File: config.mk
export PLATFORM = sky130hd
export DESIGN_NAME = nested_loop_stack
export DESIGN_NICKNAME = d
export VERILOG_FILES = /design/src/rtl/nested_loop_stack.sv
export SDC_FILE = /design/constraint.sdc
export NUM_CORES = 1
export LEC_CHECK = 0
export ABC_AREA = 1
export BUFFER_PORTS_ARGS = -buffer_cell sky130_fd_sc_hd__buf_2
export CAP_MARGIN = 20
export CORE_MARGIN = 5
export CORE_UTILIZATION = 44
export DETAILED_ROUTE_END_ITERATION = 8
export GPL_ROUTABILITY_DRIVEN = 0
export GPL_TIMING_DRIVEN = 0
export HOLD_SLACK_MARGIN = 0.06
export PLACE_DENSITY_LB_ADDON = 0.08
export SLEW_MARGIN = 15
export SYNTH_ARGS = -nofsm -noshare
export SYNTH_HDL_FRONTEND = slang
export SYNTH_SLANG_ARGS = --single-unit
File: constraint.sdc
create_clock -name clk -period 5.6 [get_ports clk]
set_input_delay 1.12 -clock clk [delete_from_list [all_inputs] [get_ports clk]]
set_output_delay 1.12 -clock clk [all_outputs]
set_load 0.05 [all_outputs]
File: src/rtl/nested_loop_stack.sv
// Hardware loop stack: pushes {pc+1, end, count}, redirects fetch at loop end, pops on final pass.
// Match outputs are combinational from registered state (zero latency); state updates at the edge; no backpressure.
module nested_loop_stack #(
   parameter int ADDR_W = 32,
   parameter int END_W  = 10,
   parameter int CNT_W  = 10,
   parameter int DEPTH  = 4
) (
   input  logic                         clk,
   input  logic                         reset,
   input  logic [ADDR_W-1:0]            pc,
   input  logic [END_W-1:0]             instr_end_addr,
   input  logic [CNT_W-1:0]             count,
   input  logic                         en_loop,
   input  logic                         flush,
   output logic                         loop_end_inst,
   output logic                         loop_end_flag,
   output logic                         branch_taken,
   output logic [ADDR_W-1:0]            start_addr,
   output logic [$clog2(DEPTH+1)-1:0]   level,
   output logic                         overflow
);
   localparam int LW = $clog2(DEPTH+1);
   localparam int IW = $clog2(DEPTH);

   typedef struct packed {
      logic [ADDR_W-1:0] start;
      logic [END_W-1:0]  end_addr;
      logic [CNT_W-1:0]  rem;
   } entry_t;

   entry_t          stk_q [DEPTH];
   entry_t          stk_d [DEPTH];
   logic [LW-1:0]   level_q, level_d;
   logic            overflow_q, overflow_d;
   logic [IW-1:0]   top_idx, bel_idx;
   entry_t          top_e, bel_e, push_e;

   assign level    = level_q;
   assign overflow = overflow_q;

   always_comb begin
      stk_d         = stk_q;
      level_d       = level_q;
      overflow_d    = overflow_q;
      loop_end_inst = 1'b0;
      loop_end_flag = 1'b0;
      branch_taken  = 1'b0;
      top_idx       = IW'(level_q - LW'(1));
      bel_idx       = IW'(level_q - LW'(2));
      top_e         = stk_q[top_idx];
      bel_e         = stk_q[bel_idx];
      start_addr    = (level_q == '0) ? '0 : top_e.start;
      push_e.start    = pc + ADDR_W'(1);
      push_e.end_addr = instr_end_addr;
      push_e.rem      = (count == '0) ? CNT_W'(1) : count;

      if (flush) begin
         level_d    = '0;
         overflow_d = 1'b0;
      end else if (en_loop) begin
         if (level_q == LW'(DEPTH)) begin
            overflow_d = 1'b1;
         end else begin
            stk_d[IW'(level_q)] = push_e;
            level_d             = level_q + LW'(1);
         end
      end else if (!reset && level_q != '0 && pc[END_W-1:0] == top_e.end_addr) begin
         loop_end_inst = 1'b1;
         if (top_e.rem > CNT_W'(1)) begin
            branch_taken       = 1'b1;
            start_addr         = top_e.start;
            stk_d[top_idx].rem = top_e.rem - CNT_W'(1);
         end else begin
            loop_end_flag = 1'b1;
            level_d       = level_q - LW'(1);
            // Only one level of shared-end cascade: the entry directly below top.
            if (level_q >= LW'(2) && bel_e.end_addr == top_e.end_addr) begin
               if (bel_e.rem > CNT_W'(1)) begin
                  branch_taken       = 1'b1;
                  start_addr         = bel_e.start;
                  stk_d[bel_idx].rem = bel_e.rem - CNT_W'(1);
               end else begin
                  level_d = level_q - LW'(2);
               end
            end
         end
      end
   end

   always_ff @(posedge clk) begin
      if (reset) begin
         level_q    <= '0;
         overflow_q <= 1'b0;
         for (int i = 0; i < DEPTH; i++) stk_q[i] <= '0;
      end else begin
         level_q    <= level_d;
         overflow_q <= overflow_d;
         stk_q      <= stk_d;
      end
   end
endmodule

==> impl_summary.log <==
[metrics] Reg2Reg Capture Point: stk_q[109]
[metrics] most common cell after layout, fill and taps aside: nand2_1
[metrics] synthesized instance count: 2879
[metrics] setup violators final: 0
[metrics] area enclosed by the die boundary: 39500 sq um
[metrics] number of buffers created by CTS: 28
[metrics] x dimension of the die: 199 microns
[metrics] post-synthesis instance area: 15700 sq um
[metrics] latest clock arrival within the worst-skew pair: about 0.58 ns
[metrics] yosys synthesis warning count: 0
[metrics] layout cell share with drive strength beyond 1: 9.80%
[metrics] critical path launch point: level[1]
[metrics] data required time at the worst endpoint: ~4.5 ns
[metrics] mean instance size in the synthesized netlist: 5.44 sq um
[metrics] number of cell rows: 69
[metrics] period utilization: 98.6%
[metrics] Gate power share: 32.9%
[metrics] number of synthesized register bits: 212
[metrics] cell taking the most area after synthesis: dfxtp_1
[metrics] Max VDD drop: 0.223 mV
[metrics] number of antenna violations at the first check in global routing: 0
[metrics] number of filler cells placed in the layout: 3733
[metrics] worst-margin pin slew: 1.07 ns
[metrics] setup repair after global routing missed its margin: false
[metrics] first-pass iteration count of the detailed router: 6
[metrics] total wirelength of the detailed-routed design: 73100 microns
[metrics] launching element type of the critical path: flip-flop
[metrics] commonest non-fill, non-tap cells in the layout: nand2_1, nor2_1, inv_1
[metrics] switching power: 0.00206 W
[metrics] Design Power: between 0.005 and 0.006 W
[metrics] Pins Over Slew Limit: 0
[metrics] instance area at placement: 16800 sq um
[metrics] proportion of netlist area held by the largest area contributor: 27.1%
[metrics] clock power share: a little over a third
[metrics] CP Capture Point: start_addr[23]
[metrics] Chip Height: 199 microns
[metrics] Unique masters post-synth: 30
[metrics] Clock Skews: 0.0225 ns
[metrics] maximum single-stage delay on the critical path: 0.37 ns
[metrics] type of the worst min-delay path: flip-flop to flip-flop
[metrics] crit path capture type: output pin
[metrics] Worst Path Class, Setup: flip-flop to output pin
[metrics] post-detailed-route via-to-cell ratio: 5.56
[metrics] highest-delay cell along the critical path: dfxtp_4
[metrics] run status: finished clean
[metrics] input/output buffers: 93
[metrics] most used cell along the critical path: clkbuf_16
[metrics] worst rel slew slack: 27.7%
[metrics] critical path cell sequence: buf_8, inv_6, clkbuf_16, clkbuf_16, ha_2, buf_4, buf_2, nand3_1, nand2_1, xnor2_1, nand2_1, nor2_2, nand3_1, nand2_4, nand2_8, clkbuf_16, o21ai_4, buf_6
[metrics] DRT iter0 DRCs: 2414
[metrics] switching power share of the total: between 30% and 40%
[metrics] via count: 19406
[metrics] number of buffers added to fix hold violations after cts: 0
[metrics] minimum setup slack among reg-to-reg paths: 0.91 ns
[metrics] starting density of the core: 44.3%
[metrics] portion of total power attributed to sequential cells: 30.9%
[metrics] core region area: ~35000 sq um
[metrics] power density over cell area: roughly 290 nW/um^2
[metrics] TritonCTS clock tree: done
[metrics] count of final hold-check violations: 0
[metrics] final antenna diode count: 0
[metrics] Internal: 0.00316 W
[metrics] worst-path maximum fanout: 12
[metrics] clock sink count: ~210
[metrics] worst path arrival time: approximately 4.4 ns
[metrics] detail-routed net length per standard cell: 20.9 microns
[metrics] Final nets: 3076
[metrics] sequential area share after synthesis: between 20% and 30%
[metrics] drc violations: 0
[metrics] clock transition time at the flip-flop clock pins of the worst setup and hold paths: 0.06 ns
[metrics] overflow left after global routing: 0
[metrics] shortest clock period the worst path allows after layout: around 5.5 ns
[metrics] gr usage total: 35.6%
[metrics] Max Cap Violations: 0
[metrics] sum of net half-perimeters after detailed placement: between 50000 and 60000 microns
[metrics] Fmax: approximately 180 MHz
[metrics] Final Cell Area: 18300 sq um
[metrics] count of cells along the worst register-to-register path: 25
[metrics] P_leak: 9.35 nW
[metrics] startpoint of the lowest-slack register-to-register path: level[1]
[metrics] level count of the clock H-tree: 1
[metrics] post-synthesis to final-layout area growth: 16.7%
[metrics] number of nets with antenna violations after detailed routing: 0
[metrics] global-route wire length before repair: about 110000 microns
[metrics] Root Buffer: clkbuf_16
[metrics] synthesized netlist net count: 2947
[metrics] IO Count: 95
[metrics] vias in the first global route: approximately 18000
[metrics] maximum number of pins on one net before global-route repair: 29
[metrics] cell types with the largest area share after synthesis: dfxtp_1, nand2_1, nor2_1, inv_1, o21ai_0
[metrics] clock tree buffer depth: 3
-- cells in the mapped netlist --
master      n
inv_1     379
o22ai_1    31
or2_2       2
buf_1      14
nor3_1     14
o21ai_0   174
and3_1      2
nand3_2     5
a21oi_4     1
a31oi_1     1
o211ai_1   26
dfxtp_1   212
buf_2      62
nor2_2      2
inv_2       3
nand2_2     2
a31o_2      1
clkbuf_1   87
nand4_1    67
nor2_1    511
nor4_1      6
nand2_1   964
buf_4       8
a21oi_1   106
ha_1       12
nand3_1   141
xnor2_1    13
a21boi_0    1
clkinv_1    2
xor2_1     30
-- registers in the layout, summed over array words and instances (netlist names) --
| register | flops |
|---|---|
| stk_q | 208 |
| level | 3 |
| overflow | 1 |
-- kinds of logic (layout without fill, tap and decap cells) --
group / after synthesis / after routing / share of synthesized area, %
and+or+nand+nor: 1716 / 1717 / 43.9
AOI/OAI and AO/OA: 341 / 341 / 11.7
xor gates and xnor gates: 43 / 43 / 2.40
adders and majority gates: 12 / 12 / 0.959
buffers and inverters: 555 / 705 / 14.0
DFF: 212 / 212 / 27.1
-- critical path: cells and delay by family, from the launching register on --
kind                     cells  cell delay [ns]
AO/OA/AOI/OAI                1             0.21
flip-flops                   1             0.37
buffers and inverters        8             1.47
AND/OR/NAND/NOR              7             1.29
adder cells (fa/ha/maj)      1             0.32
XOR/XNOR                     1             0.12
-- how the worst min path moves through the flow --
stage	startpoint	endpoint	cells after the start
after floorplan	stk_q[126]	stk_q[126]	4
after global placement	overflow	overflow	2
after detailed placement	overflow	overflow	2
after CTS	overflow	overflow	2
after global routing	stk_q[88]	stk_q[88]	4
final	overflow	overflow	2
-- power by group through the flow --
stage / clock (W) / sequential, W / combinational, W
after CTS: 0.00189 / 0.00161 / 0.00162
after global placement: 0 / 0.00164 / 0.00153
after global routing: 0.00196 / 0.00162 / 0.00184
after floorplan: 0 / 0.00163 / 0.00104
after detailed placement: 0 / 0.00164 / 0.00155
final: 0.00189 / 0.00161 / 0.00172
-- stage by stage --
stage	setup TNS, ns	instances	util [%]	setup WS, ns	hold WS [ns]
finish	0	3491	51.8	0.0772	0.493
global route	0	3491	51.8	0.0160	0.546
CTS	0	3486	51.5	0.00448	0.490
detailed placement	-256.44	3433	47.7	-2.49	0.470
global placement	-271.72	3433	47.7	-2.59	0.455
floorplan	-0.804	2879	-	-0.0307	0.496
-- layout make-up --
| type | count | area (sq um) | share of cell area [%] |
|---|---|---|---|
| Clock inverter | 13 | 121 | 0.664 |
| Tap cell | 461 | 577 | 3.16 |
| Timing Repair Buffer | 102 | 651 | 3.56 |
| Sequential cell | 212 | 4250 | 23.2 |
| Inverter | 384 | 1450 | 7.94 |
| Buffer | 167 | 925 | 5.06 |
| Multi-Input combinational cell | 2113 | 9480 | 51.9 |
| Clock buffer | 39 | 823 | 4.50 |
-- routing by layer --
layer / track usage, % / routed length, microns / part of all wire [%] / vias to the layer above
met3: 10.3 / 9950 / 14 / 250
met2: 54.9 / 30700 / 42 / 1311
met5: 0 / 0 / 0 / -
li1: - / - / - / 9144
met1: 47.3 / 29000 / 40 / 8701
met4: 13.8 / 3500 / 4.8 / 0
-- repair_timing --
item	in CTS	in global routing
gates cloned	0	2
resized for setup	116	19
setup endpoints to repair	246	34
pin swaps	6	5
setup buffers	3	5
No activity file was read; power rests on OpenSTA's default activity.
